==> config.mk <==
export PLATFORM = sky130hd
export DESIGN_NAME = ps2_kbd_flat
export DESIGN_NICKNAME = d
export VERILOG_FILES = /design/src/rtl/ps2_kbd_if.sv /design/src/rtl/ps2_kbd.sv /design/src/flat_wrapper.sv
export SDC_FILE = /design/constraint.sdc
export NUM_CORES = 1
export LEC_CHECK = 0
export CORE_ASPECT_RATIO = 2
export CORE_UTILIZATION = 40
export CTS_BUF_LIST = sky130_fd_sc_hd__clkbuf_4 sky130_fd_sc_hd__clkbuf_8
export CTS_CLUSTER_SIZE = 25
export DETAILED_ROUTE_END_ITERATION = 12
export SYNTH_ARGS = -nofsm -noshare
export SYNTH_HDL_FRONTEND = slang
export SYNTH_SLANG_ARGS = --single-unit
==> constraint.sdc <==
create_clock -name clk -period 9.4 [get_ports clk]
set_input_delay 2.35 -clock clk [delete_from_list [all_inputs] [get_ports clk]]
set_output_delay 2.35 -clock clk [all_outputs]
set_load 0.03 [all_outputs]
==> src/rtl/ps2_kbd_if.sv <==
// Byte input from the PS/2 receiver, character output handshake and keyboard status flags.
// The decoder takes the slave modport; the receiver/terminal side takes the master modport.
interface ps2_kbd_if;
    logic [7:0] rx_data;
    logic       rx_done;
    logic [7:0] key_data;
    logic       key_valid;
    logic       key_ready;
    logic       shift;
    logic       ctrl;
    logic       caps;
    logic       overflow;

    modport slave (
        input  rx_data, rx_done, key_ready,
        output key_data, key_valid, shift, ctrl, caps, overflow
    );

    modport master (
        output rx_data, rx_done, key_ready,
        input  key_data, key_valid, shift, ctrl, caps, overflow
    );
endinterface

==> src/rtl/ps2_kbd.sv <==
// PS/2 scan-code-set-2 decoder: prefix/modifier tracking, US ASCII translation, FWFT output FIFO.
// Define PS2_KBD_ARROW_EN to emit ANSI escape sequences (ESC [ A..D) for the arrow keys.
module ps2_kbd #(
    parameter int unsigned FIFO_DEPTH = 4
) (
    input  logic     clk,
    input  logic     reset_n,
    ps2_kbd_if.slave bus
);
    localparam int unsigned AW = $clog2(FIFO_DEPTH);
    localparam logic [AW:0] DEPTH_W = FIFO_DEPTH[AW:0];

    typedef enum logic [2:0] {StIdle, StExt, StBrk, StExtBrk, StSkip} state_e;

    state_e      r_state, w_state_d;
    logic        r_rx_done, r_byte_vld, w_take, w_busy;
    logic [7:0]  r_byte;
    logic [2:0]  r_skip, w_skip_d;
    logic        w_evt, w_ext, w_brk;
    logic        r_lshift, r_rshift, r_lctrl, r_rctrl, r_caps, r_caps_held;
    logic        w_lshift_d, w_rshift_d, w_lctrl_d, w_rctrl_d, w_caps_d, w_caps_held_d;
    logic        w_shift, w_ctrl, w_upper;
    logic [17:0] w_xl;
    logic [7:0]  w_glyph, w_char, w_push_data;
    logic        w_push, w_ovf_set;
    logic [7:0]  r_mem [FIFO_DEPTH];
    logic [AW:0] r_wptr, r_rptr, w_count;
    logic        r_overflow, w_valid, w_full, w_pop, w_wr;

`ifdef PS2_KBD_ARROW_EN
    localparam logic [AW:0] SEQ_LEN = (AW + 1)'(3);
    logic [1:0] r_seq_cnt, w_seq_cnt_d;
    logic [7:0] r_seq_last, w_seq_last_d;
    assign w_busy = (r_seq_cnt != 2'd0);
`else
    assign w_busy = 1'b0;
`endif

    // Returns {mapped, is_letter, unshifted glyph, shifted glyph}.
    function automatic logic [17:0] f_xlate(input logic [7:0] code);
        logic [17:0] v;
        v = '0;
        case (code)
            8'h1C: v = {2'b11, "a", "A"};       8'h32: v = {2'b11, "b", "B"};
            8'h21: v = {2'b11, "c", "C"};       8'h23: v = {2'b11, "d", "D"};
            8'h24: v = {2'b11, "e", "E"};       8'h2B: v = {2'b11, "f", "F"};
            8'h34: v = {2'b11, "g", "G"};       8'h33: v = {2'b11, "h", "H"};
            8'h43: v = {2'b11, "i", "I"};       8'h3B: v = {2'b11, "j", "J"};
            8'h42: v = {2'b11, "k", "K"};       8'h4B: v = {2'b11, "l", "L"};
            8'h3A: v = {2'b11, "m", "M"};       8'h31: v = {2'b11, "n", "N"};
            8'h44: v = {2'b11, "o", "O"};       8'h4D: v = {2'b11, "p", "P"};
            8'h15: v = {2'b11, "q", "Q"};       8'h2D: v = {2'b11, "r", "R"};
            8'h1B: v = {2'b11, "s", "S"};       8'h2C: v = {2'b11, "t", "T"};
            8'h3C: v = {2'b11, "u", "U"};       8'h2A: v = {2'b11, "v", "V"};
            8'h1D: v = {2'b11, "w", "W"};       8'h22: v = {2'b11, "x", "X"};
            8'h35: v = {2'b11, "y", "Y"};       8'h1A: v = {2'b11, "z", "Z"};
            8'h16: v = {2'b10, "1", "!"};       8'h1E: v = {2'b10, "2", "@"};
            8'h26: v = {2'b10, "3", "#"};       8'h25: v = {2'b10, "4", 8'h24};
            8'h2E: v = {2'b10, "5", 8'h25};     8'h36: v = {2'b10, "6", "^"};
            8'h3D: v = {2'b10, "7", "&"};       8'h3E: v = {2'b10, "8", "*"};
            8'h46: v = {2'b10, "9", "("};       8'h45: v = {2'b10, "0", ")"};
            8'h0E: v = {2'b10, 8'h60, "~"};     8'h4E: v = {2'b10, "-", "_"};
            8'h55: v = {2'b10, "=", "+"};       8'h54: v = {2'b10, "[", "{"};
            8'h5B: v = {2'b10, "]", "}"};       8'h5D: v = {2'b10, 8'h5C, 8'h7C};
            8'h4C: v = {2'b10, ";", ":"};       8'h52: v = {2'b10, 8'h27, 8'h22};
            8'h41: v = {2'b10, ",", "<"};       8'h49: v = {2'b10, ".", ">"};
            8'h4A: v = {2'b10, "/", "?"};       8'h29: v = {2'b10, 8'h20, 8'h20};
            8'h5A: v = {2'b10, 8'h0D, 8'h0D};   8'h66: v = {2'b10, 8'h08, 8'h08};
            8'h0D: v = {2'b10, 8'h09, 8'h09};   8'h76: v = {2'b10, 8'h1B, 8'h1B};
            default: v = '0;
        endcase
        return v;
    endfunction

    assign w_take  = r_byte_vld & ~w_busy;
    assign w_shift = r_lshift | r_rshift;
    assign w_ctrl  = r_lctrl | r_rctrl;
    assign w_xl    = f_xlate(r_byte);
    assign w_upper = w_xl[16] ? (w_shift ^ r_caps) : w_shift;
    assign w_glyph = w_upper ? w_xl[7:0] : w_xl[15:8];
    assign w_char  = (w_ctrl && w_glyph[7:6] == 2'b01) ? {3'b000, w_glyph[4:0]} : w_glyph;

    // Prefix FSM: classifies each byte as prefix, ignored, or a (extended) make/break event.
    always_comb begin
        w_state_d = r_state;
        w_skip_d  = r_skip;
        w_evt     = 1'b0;
        w_ext     = 1'b0;
        w_brk     = 1'b0;
        if (w_take) begin
            case (r_state)
                StIdle: begin
                    case (r_byte)
                        8'hE0: w_state_d = StExt;
                        8'hF0: w_state_d = StBrk;
                        8'hE1: begin
                            w_state_d = StSkip;
                            w_skip_d  = 3'd7;
                        end
                        8'h00, 8'hAA, 8'hEE, 8'hFA, 8'hFC, 8'hFE, 8'hFF: w_state_d = StIdle;
                        default: w_evt = 1'b1;
                    endcase
                end
                StExt: begin
                    if (r_byte == 8'hF0) begin
                        w_state_d = StExtBrk;
                    end else begin
                        w_evt     = 1'b1;
                        w_ext     = 1'b1;
                        w_state_d = StIdle;
                    end
                end
                StBrk: begin
                    w_evt     = 1'b1;
                    w_brk     = 1'b1;
                    w_state_d = StIdle;
                end
                StExtBrk: begin
                    w_evt     = 1'b1;
                    w_ext     = 1'b1;
                    w_brk     = 1'b1;
                    w_state_d = StIdle;
                end
                StSkip: begin
                    w_skip_d = r_skip - 3'd1;
                    if (r_skip == 3'd1) w_state_d = StIdle;
                end
                default: w_state_d = StIdle;
            endcase
        end
    end

    always_comb begin
        w_lshift_d    = r_lshift;
        w_rshift_d    = r_rshift;
        w_lctrl_d     = r_lctrl;
        w_rctrl_d     = r_rctrl;
        w_caps_d      = r_caps;
        w_caps_held_d = r_caps_held;
        w_push        = 1'b0;
        w_push_data   = 8'h00;
        w_ovf_set     = 1'b0;
`ifdef PS2_KBD_ARROW_EN
        w_seq_cnt_d   = r_seq_cnt;
        w_seq_last_d  = r_seq_last;
        if (r_seq_cnt != 2'd0) begin
            w_push      = 1'b1;
            w_push_data = (r_seq_cnt == 2'd2) ? 8'h5B : r_seq_last;
            w_seq_cnt_d = r_seq_cnt - 2'd1;
        end
`endif
        if (w_evt && !w_ext) begin
            case (r_byte)
                8'h12: w_lshift_d = ~w_brk;
                8'h59: w_rshift_d = ~w_brk;
                8'h14: w_lctrl_d  = ~w_brk;
                8'h58: begin
                    // Only the first make after a release toggles, so typematic repeats are inert.
                    if (w_brk) begin
                        w_caps_held_d = 1'b0;
                    end else if (!r_caps_held) begin
                        w_caps_d      = ~r_caps;
                        w_caps_held_d = 1'b1;
                    end
                end
                default: begin
                    w_push      = ~w_brk & w_xl[17];
                    w_push_data = w_char;
                end
            endcase
        end else if (w_evt) begin
            case (r_byte)
                8'h14: w_rctrl_d = ~w_brk;
                8'h5A: begin
                    w_push      = ~w_brk;
                    w_push_data = 8'h0D;
                end
`ifdef PS2_KBD_ARROW_EN
                8'h75, 8'h72, 8'h74, 8'h6B: begin
                    if (!w_brk && (DEPTH_W - w_count) >= SEQ_LEN) begin
                        w_push       = 1'b1;
                        w_push_data  = 8'h1B;
                        w_seq_cnt_d  = 2'd2;
                        w_seq_last_d = (r_byte == 8'h75) ? 8'h41 :
                                       (r_byte == 8'h72) ? 8'h42 :
                                       (r_byte == 8'h74) ? 8'h43 : 8'h44;
                    end else if (!w_brk) begin
                        w_ovf_set = 1'b1;
                    end
                end
`endif
                default: w_push = 1'b0;
            endcase
        end
    end

    assign w_count = r_wptr - r_rptr;
    assign w_valid = (r_wptr != r_rptr);
    assign w_full  = (w_count == DEPTH_W);
    assign w_pop   = w_valid & bus.key_ready;
    assign w_wr    = w_push & (~w_full | w_pop);

    always_ff @(posedge clk or negedge reset_n) begin
        if (!reset_n) begin
            r_rx_done   <= 1'b0;
            r_byte_vld  <= 1'b0;
            r_byte      <= 8'h00;
            r_state     <= StIdle;
            r_skip      <= 3'd0;
            r_lshift    <= 1'b0;
            r_rshift    <= 1'b0;
            r_lctrl     <= 1'b0;
            r_rctrl     <= 1'b0;
            r_caps      <= 1'b0;
            r_caps_held <= 1'b0;
            r_wptr      <= '0;
            r_rptr      <= '0;
            r_overflow  <= 1'b0;
            for (int unsigned i = 0; i < FIFO_DEPTH; i++) r_mem[i] <= 8'h00;
        end else begin
            r_rx_done <= bus.rx_done;
            // The captured byte is held while an escape sequence is still being pushed.
            if (bus.rx_done && !r_rx_done) begin
                r_byte     <= bus.rx_data;
                r_byte_vld <= 1'b1;
            end else if (w_take) begin
                r_byte_vld <= 1'b0;
            end
            r_state     <= w_state_d;
            r_skip      <= w_skip_d;
            r_lshift    <= w_lshift_d;
            r_rshift    <= w_rshift_d;
            r_lctrl     <= w_lctrl_d;
            r_rctrl     <= w_rctrl_d;
            r_caps      <= w_caps_d;
            r_caps_held <= w_caps_held_d;
            if (w_wr) begin
                r_mem[r_wptr[AW-1:0]] <= w_push_data;
                r_wptr                <= r_wptr + 1'b1;
            end
            if (w_pop) r_rptr <= r_rptr + 1'b1;
            if (w_ovf_set || (w_push && w_full && !w_pop)) r_overflow <= 1'b1;
        end
    end

`ifdef PS2_KBD_ARROW_EN
    always_ff @(posedge clk or negedge reset_n) begin
        if (!reset_n) begin
            r_seq_cnt  <= 2'd0;
            r_seq_last <= 8'h00;
        end else begin
            r_seq_cnt  <= w_seq_cnt_d;
            r_seq_last <= w_seq_last_d;
        end
    end
`endif

    assign bus.key_data  = r_mem[r_rptr[AW-1:0]];
    assign bus.key_valid = w_valid;
    assign bus.shift     = w_shift;
    assign bus.ctrl      = w_ctrl;
    assign bus.caps      = r_caps;
    assign bus.overflow  = r_overflow;
endmodule

==> src/flat_wrapper.sv <==
// flat-port wrapper written by rule: the top's interface ports become plain ports
module ps2_kbd_flat 
#(
    parameter int unsigned FIFO_DEPTH = 4
)
  (clk, reset_n, bus_rx_data, bus_rx_done, bus_key_ready, bus_key_data, bus_key_valid, bus_shift, bus_ctrl, bus_caps, bus_overflow);
  ps2_kbd_if bus_i ();
  input  logic clk;
  input  logic reset_n;
  input wire logic [$bits(bus_i.rx_data)-1:0] bus_rx_data;
  input wire logic [$bits(bus_i.rx_done)-1:0] bus_rx_done;
  input wire logic [$bits(bus_i.key_ready)-1:0] bus_key_ready;
  output wire logic [$bits(bus_i.key_data)-1:0] bus_key_data;
  output wire logic [$bits(bus_i.key_valid)-1:0] bus_key_valid;
  output wire logic [$bits(bus_i.shift)-1:0] bus_shift;
  output wire logic [$bits(bus_i.ctrl)-1:0] bus_ctrl;
  output wire logic [$bits(bus_i.caps)-1:0] bus_caps;
  output wire logic [$bits(bus_i.overflow)-1:0] bus_overflow;
  assign bus_i.rx_data = bus_rx_data;
  assign bus_i.rx_done = bus_rx_done;
  assign bus_i.key_ready = bus_key_ready;
  assign bus_key_data = bus_i.key_data;
  assign bus_key_valid = bus_i.key_valid;
  assign bus_shift = bus_i.shift;
  assign bus_ctrl = bus_i.ctrl;
  assign bus_caps = bus_i.caps;
  assign bus_overflow = bus_i.overflow;
  ps2_kbd #(.FIFO_DEPTH(FIFO_DEPTH)) u_core (.clk(clk), .reset_n(reset_n), .bus(bus_i));
endmodule
==> results of run 1 <==
[area by class of cell]
type                            count  area, um^2  share of cell area, %
Multi-Input combinational cell    434        3020                   57.9
Sequential cell                    57        1430                   27.4
Timing Repair Buffer               30         278                   5.33
Tap cell                          142         178                   3.41
Clock buffer                        9         124                   2.38
Clock inverter                      7        93.8                   1.80
Inverter                           25        93.8                   1.80
[cells by family after synthesis]
logic type | after synthesis | share of synthesized area [%]
simple gates | 200 | 22.5
fa+ha+maj | 17 | 4.49
xor+xnor | 8 | 1.88
mux | 43 | 11.5
flops | 57 | 30.1
compound gates | 165 | 23.2
other cells | 1 | 0.0792
buf+inv | 69 | 6.18
[flip-flops by register name, indices dropped and copies added, names as in the netlist]
register and flops:
u_core.r_caps_held 1, u_core.bus.overflow 1, u_core.r_lctrl 1, u_core.r_rx_done 1
u_core.r_byte 8, u_core.r_rctrl 1, u_core.bus.caps 1, u_core.r_lshift 1
u_core.r_skip 3, u_core.r_rptr 3, u_core.r_state 3, u_core.r_rshift 1
u_core.r_byte_vld 1, u_core.r_wptr 3, u_core.r_mem 28
[Yosys cell counts (5+ instances only)]
| cell | number | area [um^2] |
|---|---|---|
| o211ai_1 | 8 | 60.1 |
| nor3_1 | 16 | 80.1 |
| clkbuf_1 | 25 | 93.8 |
| mux4_2 | 7 | 158 |
| nor2b_1 | 12 | 75.1 |
| nor3b_1 | 6 | 45.0 |
| a31oi_1 | 7 | 43.8 |
| nand3_1 | 14 | 70.1 |
| dfrtp_1 | 57 | 1430 |
| nand2_1 | 49 | 184 |
| inv_1 | 25 | 93.8 |
| nand4_1 | 5 | 31.3 |
| nor4_1 | 6 | 37.5 |
| a21oi_1 | 33 | 165 |
| ha_1 | 17 | 213 |
| o21ai_0 | 49 | 245 |
| mux2_2 | 20 | 225 |
| o22ai_1 | 7 | 43.8 |
| and3_1 | 5 | 31.3 |
| nand2b_1 | 17 | 106 |
| buf_1 | 5 | 18.8 |
| mux2i_1 | 13 | 130 |
| a211oi_1 | 5 | 37.5 |
| buf_2 | 9 | 45.0 |
| nor2_1 | 42 | 158 |
[power by group through the flow]
| stage | clock (mW) | combinational, mW | sequential (mW) |
|---|---|---|---|
| after global routing | 0.277 | 0.601 | 0.373 |
| after detailed placement | 0 | 0.542 | 0.370 |
| after global placement | 0 | 0.539 | 0.366 |
| after floorplan | 0 | 0.415 | 0.332 |
| final | 0.264 | 0.552 | 0.365 |
| after CTS | 0.268 | 0.544 | 0.365 |
[critical path, delay by kind of cell, from the launching register on]
| family | cells | cell delay [ns] |
|---|---|---|
| flip-flops | 1 | 0.71 |
| multiplexers | 1 | 0.59 |
| buffers and inverters | 1 | 0.61 |
[worst paths after layout]
path	to	slack, ns	cells after the start	start
max in group asynchronous	u_core.r_byte[3]	6.71	2	reset_n
min reg2reg	u_core.r_mem[30]	0.51	1	u_core.r_mem[30]
max reg2reg	u_core.r_mem[26]	5.07	10	u_core.r_byte[1]
max	bus_key_data[0]	4.78	2	u_core.r_rptr[0]
min	u_core.r_mem[30]	0.51	1	u_core.r_mem[30]
min in group asynchronous	u_core.r_rptr[1]	2.12	2	reset_n
[cells in the final DEF, fill, tap and decap left out, types with 4 or more instances in the layout]
| master | instances |
|---|---|
| nand3_1 | 14 |
| a22o_1 | 4 |
| nor2_1 | 42 |
| o21a_1 | 4 |
| a211oi_1 | 5 |
| buf_4 | 7 |
| nand4_1 | 5 |
| o21ai_0 | 49 |
| nor3b_1 | 6 |
| ha_1 | 17 |
| nand2b_1 | 17 |
| mux2_2 | 20 |
| a31oi_1 | 7 |
| mux2i_1 | 13 |
| xnor2_1 | 4 |
| o211ai_1 | 8 |
| o22ai_1 | 7 |
| and3_1 | 5 |
| dfrtp_1 | 56 |
| mux4_2 | 7 |
| clkbuf_8 | 9 |
| nor3_1 | 16 |
| nand2_1 | 49 |
| a21oi_1 | 33 |
| and3b_1 | 4 |
| nor4_1 | 6 |
| o221ai_1 | 4 |
| nor2b_1 | 12 |
| inv_1 | 25 |
| clkdlybuf4s50_1 | 22 |
[routing by layer]
metal	GRT usage (%)	part of all wire, %	vias to the layer above
met5	0	0	-
met2	48.7	51	221
li1	-	-	2048
met3	4.62	5.5	80
met1	29.2	35	2164
met4	20.0	8.0	0
==> results.toml, run 1 <==
[timing]
slew_headroom_pct = -2.70
tns_ns = 0
fin_crit_ns = 4.62
hold_viol_final = 0
post-route-period-util_pct = 49.2
setup_slack_ns = 4.78
worst_slew_pin_slew_ns = 1.50
setup_viol = 0
rsz0062_at_grt = "no"
max_freq_mhz = 216
hold_slack_ns = 0.509
drv_slew = 2
skew_ns = 0.00866

[synthesis]
synth_nets = 589
ys_types = 78
ys.flop_type = "dfrtp_1"
ys_warn_count = 0
synth_area_um2 = 4740
synth_edf_count = 0
avgSynthCellArea_um2 = 8.46
syn_inst = 560
ys_ff_latch = 57
yosysSeqAreaShare_pct = 30.1
ys_async_sr_fraction_pct = 100

[placement]
numPortBuffers = 23
place_area_um2 = 4990
place.gp.congestion = 0.999
hpwl_mm = 11.7
dp_cells = 688
post-place-ws_ns = 4.96

[power]
power.share.clock_pct = 22.3
power_mw = 1.18
switching_share_pct = 43.6
power_switching_uw = 514
p_per_area_nw_per_um2 = 227
p_seq_share_pct = 30.9
p_leak_nw = 2.14
intPower_uw = 666
ir_drop_mv = 0.137
power_frac_comb_pct = 46.7

[global_route]
grt_max_degree = 73
grt_first_pass_wirelength_mm = 25.3
first_global_vias = 4447
grt_antenna_before_repair = 0
grt_usage_pct = 27.7
grt_overflow = 0

[cts]
cts_resized = 0
post_cts_buffers = 0
cts_hold_buf = 0
cts-root-buf = "clkbuf_8"
clk_latency_ns = 0.37
clkTransAtPathRegs_ns = 0.07
clock-sinks = 57
cts_tree = "yes"
clockBufferDepth = 2
cts_buffers = 9
h-tree-depth = 3

[route]
ant_nets = 0
wire_per_inst_um = 22.9
viasPerCell = 6.41
drc = 0
firstDrtPassIters = 5
drtIter0Drc = 400
wl_mm = 16.1
routed-via-count = 4513

[worst_setup_path]
crit_path_max_incr_delay_ns = 0.71
required_ns = 7.05
endpoint_kind = "output pin"
crit_arrival_ns = 2.27
cp_cell_sequence = "mux4_2 -> clkdlybuf4s50_1"
cp-start-kind = "flop"
crit_slowest_cell = "dfrtp_1"
worstSetupPathType = "reg -> out"
crit_fanout = 10

[outcome]
outcome = "complete, but fails checks"
violations = "capacitance limit, slew limit"

[finish]
final_area_um2 = 5210
layout.cells.non_filler = 704
area_growth_pct = 10.0
nFillCells = 1178
post-route-util_pct = 45.6
fin_nets = 586
antenna_cells = 0
drive_above_1_share_pct = 12.6

[worst_hold_path]
min_path_type = "reg -> reg"

[floorplanning]
ioPinCount = 25
start_util_pct = 41.5
row_count = 55
die-area_um2 = 12300
fp.dieH_um = 156
fp.coreArea_um2 = 11400
die-width_um = 78.9

[flow_run]
maxCapViolCount = 1
Note: power is estimated with default switching activity, not from simulation.
==> run 2, diff against run 1 <==
==> constraint.sdc (replaced) <==
create_clock -name clk -period 3.9 [get_ports clk]
set_input_delay 0.975 -clock clk [delete_from_list [all_inputs] [get_ports clk]]
set_output_delay 0.975 -clock clk [all_outputs]
set_load 0.03 [all_outputs]
==> results.toml, run 2 (synthesized netlist as in run 1, its figures left out) <==
[route]
drtIter0Drc = 340
viasPerCell = 6.30
firstDrtPassIters = 6
wl_mm = 18.3
drc = 0
routed-via-count = 4640
wire_per_inst_um = 24.8
ant_nets = 0

[worst_setup_path]
rr_startpoint = "u_core.r_byte[1]"
crit_fanout = 13
rrSetupSlack_ns = 0.15
cp-start-kind = "flop"
reg2reg_depth = 10
endpoint_kind = "flop"
required_ns = 4.12
worstSetupPathType = "reg -> reg"
crit_arrival_ns = 3.97
critPathLaunch = "u_core.r_byte[1]"

[cts]
cts_tree = "yes"
clock-sinks = 57
cts-root-buf = "clkbuf_8"
clk_latency_ns = 0.35
clockBufferDepth = 2
clkTransAtPathRegs_ns = 0.08
cts_buffers = 9
h-tree-depth = 3

[floorplanning]
fp.dieH_um = 156
die-area_um2 = 12300
start_util_pct = 41.5
row_count = 55
ioPinCount = 25
die-width_um = 78.9
fp.coreArea_um2 = 11400

[timing]
skew_ns = 0.0119
max_freq_mhz = 267
hold_viol_final = 0
drv_slew = 0
setup_slack_ns = 0.153
worst_slew_pin_slew_ns = 1.06
slew_headroom_pct = 29.6
post-route-period-util_pct = 96.1
fin_crit_ns = 3.75
tns_ns = 0
setup_viol = 0

[placement]
post-place-ws_ns = 0.182
dp_cells = 720
numPortBuffers = 23
hpwl_mm = 13.9
place.gp.congestion = 1.07

[finish]
antenna_cells = 0
post-route-util_pct = 47.6
top_register = "u_core.r_mem"
mostFrequentLayoutCell = "dfrtp_1"
top_regs = "u_core.r_mem x28, u_core.r_byte x8"
largest_reg_flops = 28
layout.cells.non_filler = 736
ff_latch_area_um2 = 1430
multi_input_area_um2 = 3020
fin_nets = 618
drive_above_1_share_pct = 17.7
nFillCells = 1148
area_growth_pct = 14.9
final_cell_mix = "dfrtp_1 (56), nand2_1 (49), o21ai_0 (49), nor2_1 (42), buf_4 (37)"

[power]
p_per_area_nw_per_um2 = 520
power_mw = 2.83
p_leak_nw = 2.29
ir_drop_mv = 0.296

[global_route]
grt_usage_pct = 30.8
grt_antenna_before_repair = 0
grt_overflow = 0
grt_max_degree = 72
first_global_vias = 4749
grt_first_pass_wirelength_mm = 27.5

[worst_hold_path]
hold_depth = 1
worstHoldStart = "u_core.r_rptr[2]"
min_path_type = "reg -> reg"

[outcome]
outcome = "finished, final reports clean"

[flow_run]
maxCapViolCount = 0
-- run 2: cell types whose count changed in the layout (fill, tap and decap cells not counted), sizes merged --
cell,before,now
buf,8,40
bufinv,2,0
clkbuf,9,11
clkinv,2,4
clkinvlp,2,1
inv,26,25
-- run 2: critical path, cell delays in order, from the launching register on --
cell and delay (ns):
dfrtp_1 0.55, inv_1 0.24, ha_2 0.40, nand2_1 0.25, and3_1 0.26, o32ai_1 0.44
a32oi_2 0.21, xnor2_4 0.42, mux2i_1 0.40, nor3_1 0.15, mux2_1 0.30
-- run 2: power breakdown --
| part | internal, mW | total, mW | switching, mW |
|---|---|---|---|
| logic | 0.582 | 1.42 | 0.837 |
| registers | 0.720 | 0.893 | 0.173 |
| clock network | 0.253 | 0.518 | 0.265 |
-- run 2: what timing repair did --
action | CTS | global route
hold buffers | 0 | 0
resized for setup | 0 | 2
setup endpoints to repair | 0 | 21
setup buffers | 0 | 0
-- run 2: cell type report --
class	instances	area share (%)
well taps	142	3.27
clock buffers	11	2.67
clock inverters	5	0.575
multi-input cells	434	55.5
repair buffers	62	9.98
flip-flops and latches	57	26.2
inverters	25	1.72
-- run 2: per-stage QoR --
stage	hold WS [ns]	instance area, um^2
floorplan	0.445	4740
global placement	0.460	5260
detailed placement	0.484	5260
CTS	0.497	5440
global route	0.509	5440
finish	0.496	5440
-- run 2: final timing paths --
check | to
max reg2reg | u_core.r_mem[30]
max in group asynchronous | u_core.r_byte[3]
min | u_core.r_rptr[2]
min in group asynchronous | u_core.r_rptr[1]
min reg2reg | u_core.r_rptr[2]
max | u_core.r_mem[30]
-- run 2: metal layers --
metal | global-route usage (%) | wire length, um | up-vias
met3 | 4.09 | 879 | 86
met5 | 0 | 0 | -
li1 | - | - | 2104
met4 | 24.8 | 1680 | 0
met2 | 56.2 | 9550 | 225
met1 | 30.2 | 6160 | 2225
==> run 3, diff against run 2 <==
--- a/config.mk
+++ b/config.mk
@@ -10,6 +10,7 @@
 export CTS_BUF_LIST = sky130_fd_sc_hd__clkbuf_4 sky130_fd_sc_hd__clkbuf_8
 export CTS_CLUSTER_SIZE = 25
 export DETAILED_ROUTE_END_ITERATION = 12
+export GPL_ROUTABILITY_DRIVEN = 1
 export SYNTH_ARGS = -nofsm -noshare
 export SYNTH_HDL_FRONTEND = slang
 export SYNTH_SLANG_ARGS = --single-unit
==> constraint.sdc (replaced) <==
create_clock -name clk -period 4.3 [get_ports clk]
set_input_delay 1.075 -clock clk [delete_from_list [all_inputs] [get_ports clk]]
set_output_delay 1.075 -clock clk [all_outputs]
set_load 0.03 [all_outputs]
==> results.toml, run 3 (synthesized netlist as in run 1, its figures left out) <==
[power]
ir_drop_mv = 0.310
p_per_area_nw_per_um2 = 493
p_leak_nw = 2.22

[timing]
post-route-period-util_pct = 88.5
slew_headroom_pct = 30.9
rsz0062_at_grt = "no"
drv_slew = 0
setup_viol = 0
hold_viol_final = 0
max_freq_mhz = 263
worst_slew_pin_slew_ns = 1.03
tns_ns = 0
fin_crit_ns = 3.81
skew_ns = 0.0112

[worst_setup_path]
cp_cell_sequence = "inv_1 -> ha_1 -> or3b_4 -> o311a_4 -> a221o_1 -> nand2_2 -> nand3_4 -> nor3_4 -> mux2_2"
crit_arrival_ns = 4.04
endpoint_kind = "flop"
required_ns = 4.54
crit_slowest_cell = "ha_1"
crit_fanout = 13
cp-start-kind = "flop"
worstSetupPathType = "reg -> reg"
crit_path_max_incr_delay_ns = 0.57

[route]
viasPerCell = 6.45
firstDrtPassIters = 7
ant_nets = 0
wl_mm = 17.2
routed-via-count = 4639
drtIter0Drc = 289
wire_per_inst_um = 23.9
drc = 0

[floorplanning]
row_count = 55
die-area_um2 = 12300
ioPinCount = 25
start_util_pct = 41.5
die-width_um = 78.9
fp.dieH_um = 156
fp.coreArea_um2 = 11400

[global_route]
grt_first_pass_wirelength_mm = 26.3
first_global_vias = 4646
grt_usage_pct = 29.4
grt_antenna_before_repair = 0
grt_max_degree = 36
grt_overflow = 0

[finish]
fin_nets = 601
area_growth_pct = 12.5
mostFrequentLayoutCell = "dfrtp_1"
post-route-util_pct = 46.7
top_regs = "u_core.r_mem x28, u_core.r_byte x8"
antenna_cells = 0
largest_reg_flops = 28
final_cell_mix = "dfrtp_1 (56), nand2_1 (49), o21ai_0 (49), nor2_1 (42), a21oi_1 (33)"
drive_above_1_share_pct = 14.9
top_register = "u_core.r_mem"

[cts]
cts_hold_buf = 0
post_cts_buffers = 0
clock-sinks = 57
clkTransAtPathRegs_ns = 0.07
clockBufferDepth = 2
clk_latency_ns = 0.35
cts_buffers = 9
h-tree-depth = 3
cts_tree = "yes"
cts_resized = 0
cts-root-buf = "clkbuf_8"

[placement]
place.gp.congestion = 1.09
numPortBuffers = 23
hpwl_mm = 13.0

[outcome]
outcome = "finished, final reports clean"

[flow_run]
maxCapViolCount = 0

[worst_hold_path]
min_path_type = "reg -> reg"
-- run 3: cell types whose count changed in the layout (fill, tap and decap cells not counted), sizes merged --
cell	delta
buf	-17
clkinvlp	-1
clkinv	-1
bufinv	+2
-- run 3: final cells by class --
class / count / area, um^2
multi-input cells: 434 / 3020
clock inverters: 5 / 78.8
fillers: 1167 / 6090
inverters: 25 / 93.8
well taps: 142 / 178
repair buffers: 45 / 390
flip-flops and latches: 57 / 1430
clock buffers: 11 / 145
-- run 3: routing by layer --
layer	global-route usage [%]	wire length, um
met3	6.20	1090
met2	52.0	8960
met5	0	0
met1	28.1	5590
met4	25.5	1550
-- run 3: through the flow --
| stage | cells | setup slack (ns) | instance area, um^2 | power [mW] | hold WS [ns] |
|---|---|---|---|---|---|
| finish | 719 | 0.493 | 5330 | 2.63 | 0.487 |
| global route | 719 | 0.349 | 5330 | 2.78 | 0.502 |
| CTS | 719 | 0.513 | 5330 | 2.62 | 0.489 |
| detailed placement | 703 | 0.531 | 5110 | 2.03 | 0.479 |
| global placement | 703 | 0.656 | 5110 | 2.01 | 0.459 |
| floorplan | 560 | 1.27 | 4740 | 1.63 | 0.445 |
-- run 3: final timing paths --
kind                                  start                to  slack [ns]  depth (start not counted)
max                        u_core.r_byte[1]   u_core.r_mem[6]        0.49                          9
min reg2reg                u_core.r_wptr[2]  u_core.r_wptr[2]        0.49                          1
min in group asynchronous           reset_n  u_core.r_wptr[0]        0.82                          1
max reg2reg                u_core.r_byte[1]   u_core.r_mem[6]        0.49                          9
min                        u_core.r_wptr[2]  u_core.r_wptr[2]        0.49                          1
max in group asynchronous           reset_n  u_core.r_mem[26]        2.62                          2
-- run 3: worst max-delay path: cells and delay by family (launching register included) --
family / cells / cell delay, ns
adder cells (fa/ha/maj): 1 / 0.57
buffers and inverters: 1 / 0.21
AO/OA/AOI/OAI: 2 / 0.77
flip-flops: 1 / 0.52
AND/OR/NAND/NOR: 4 / 1.22
multiplexers: 1 / 0.39
-- run 3: power by group --
group	total, mW	switching (mW)	internal, mW
clock	0.582	0.235	0.348
sequential	0.812	0.158	0.653
combinational	1.24	0.738	0.498
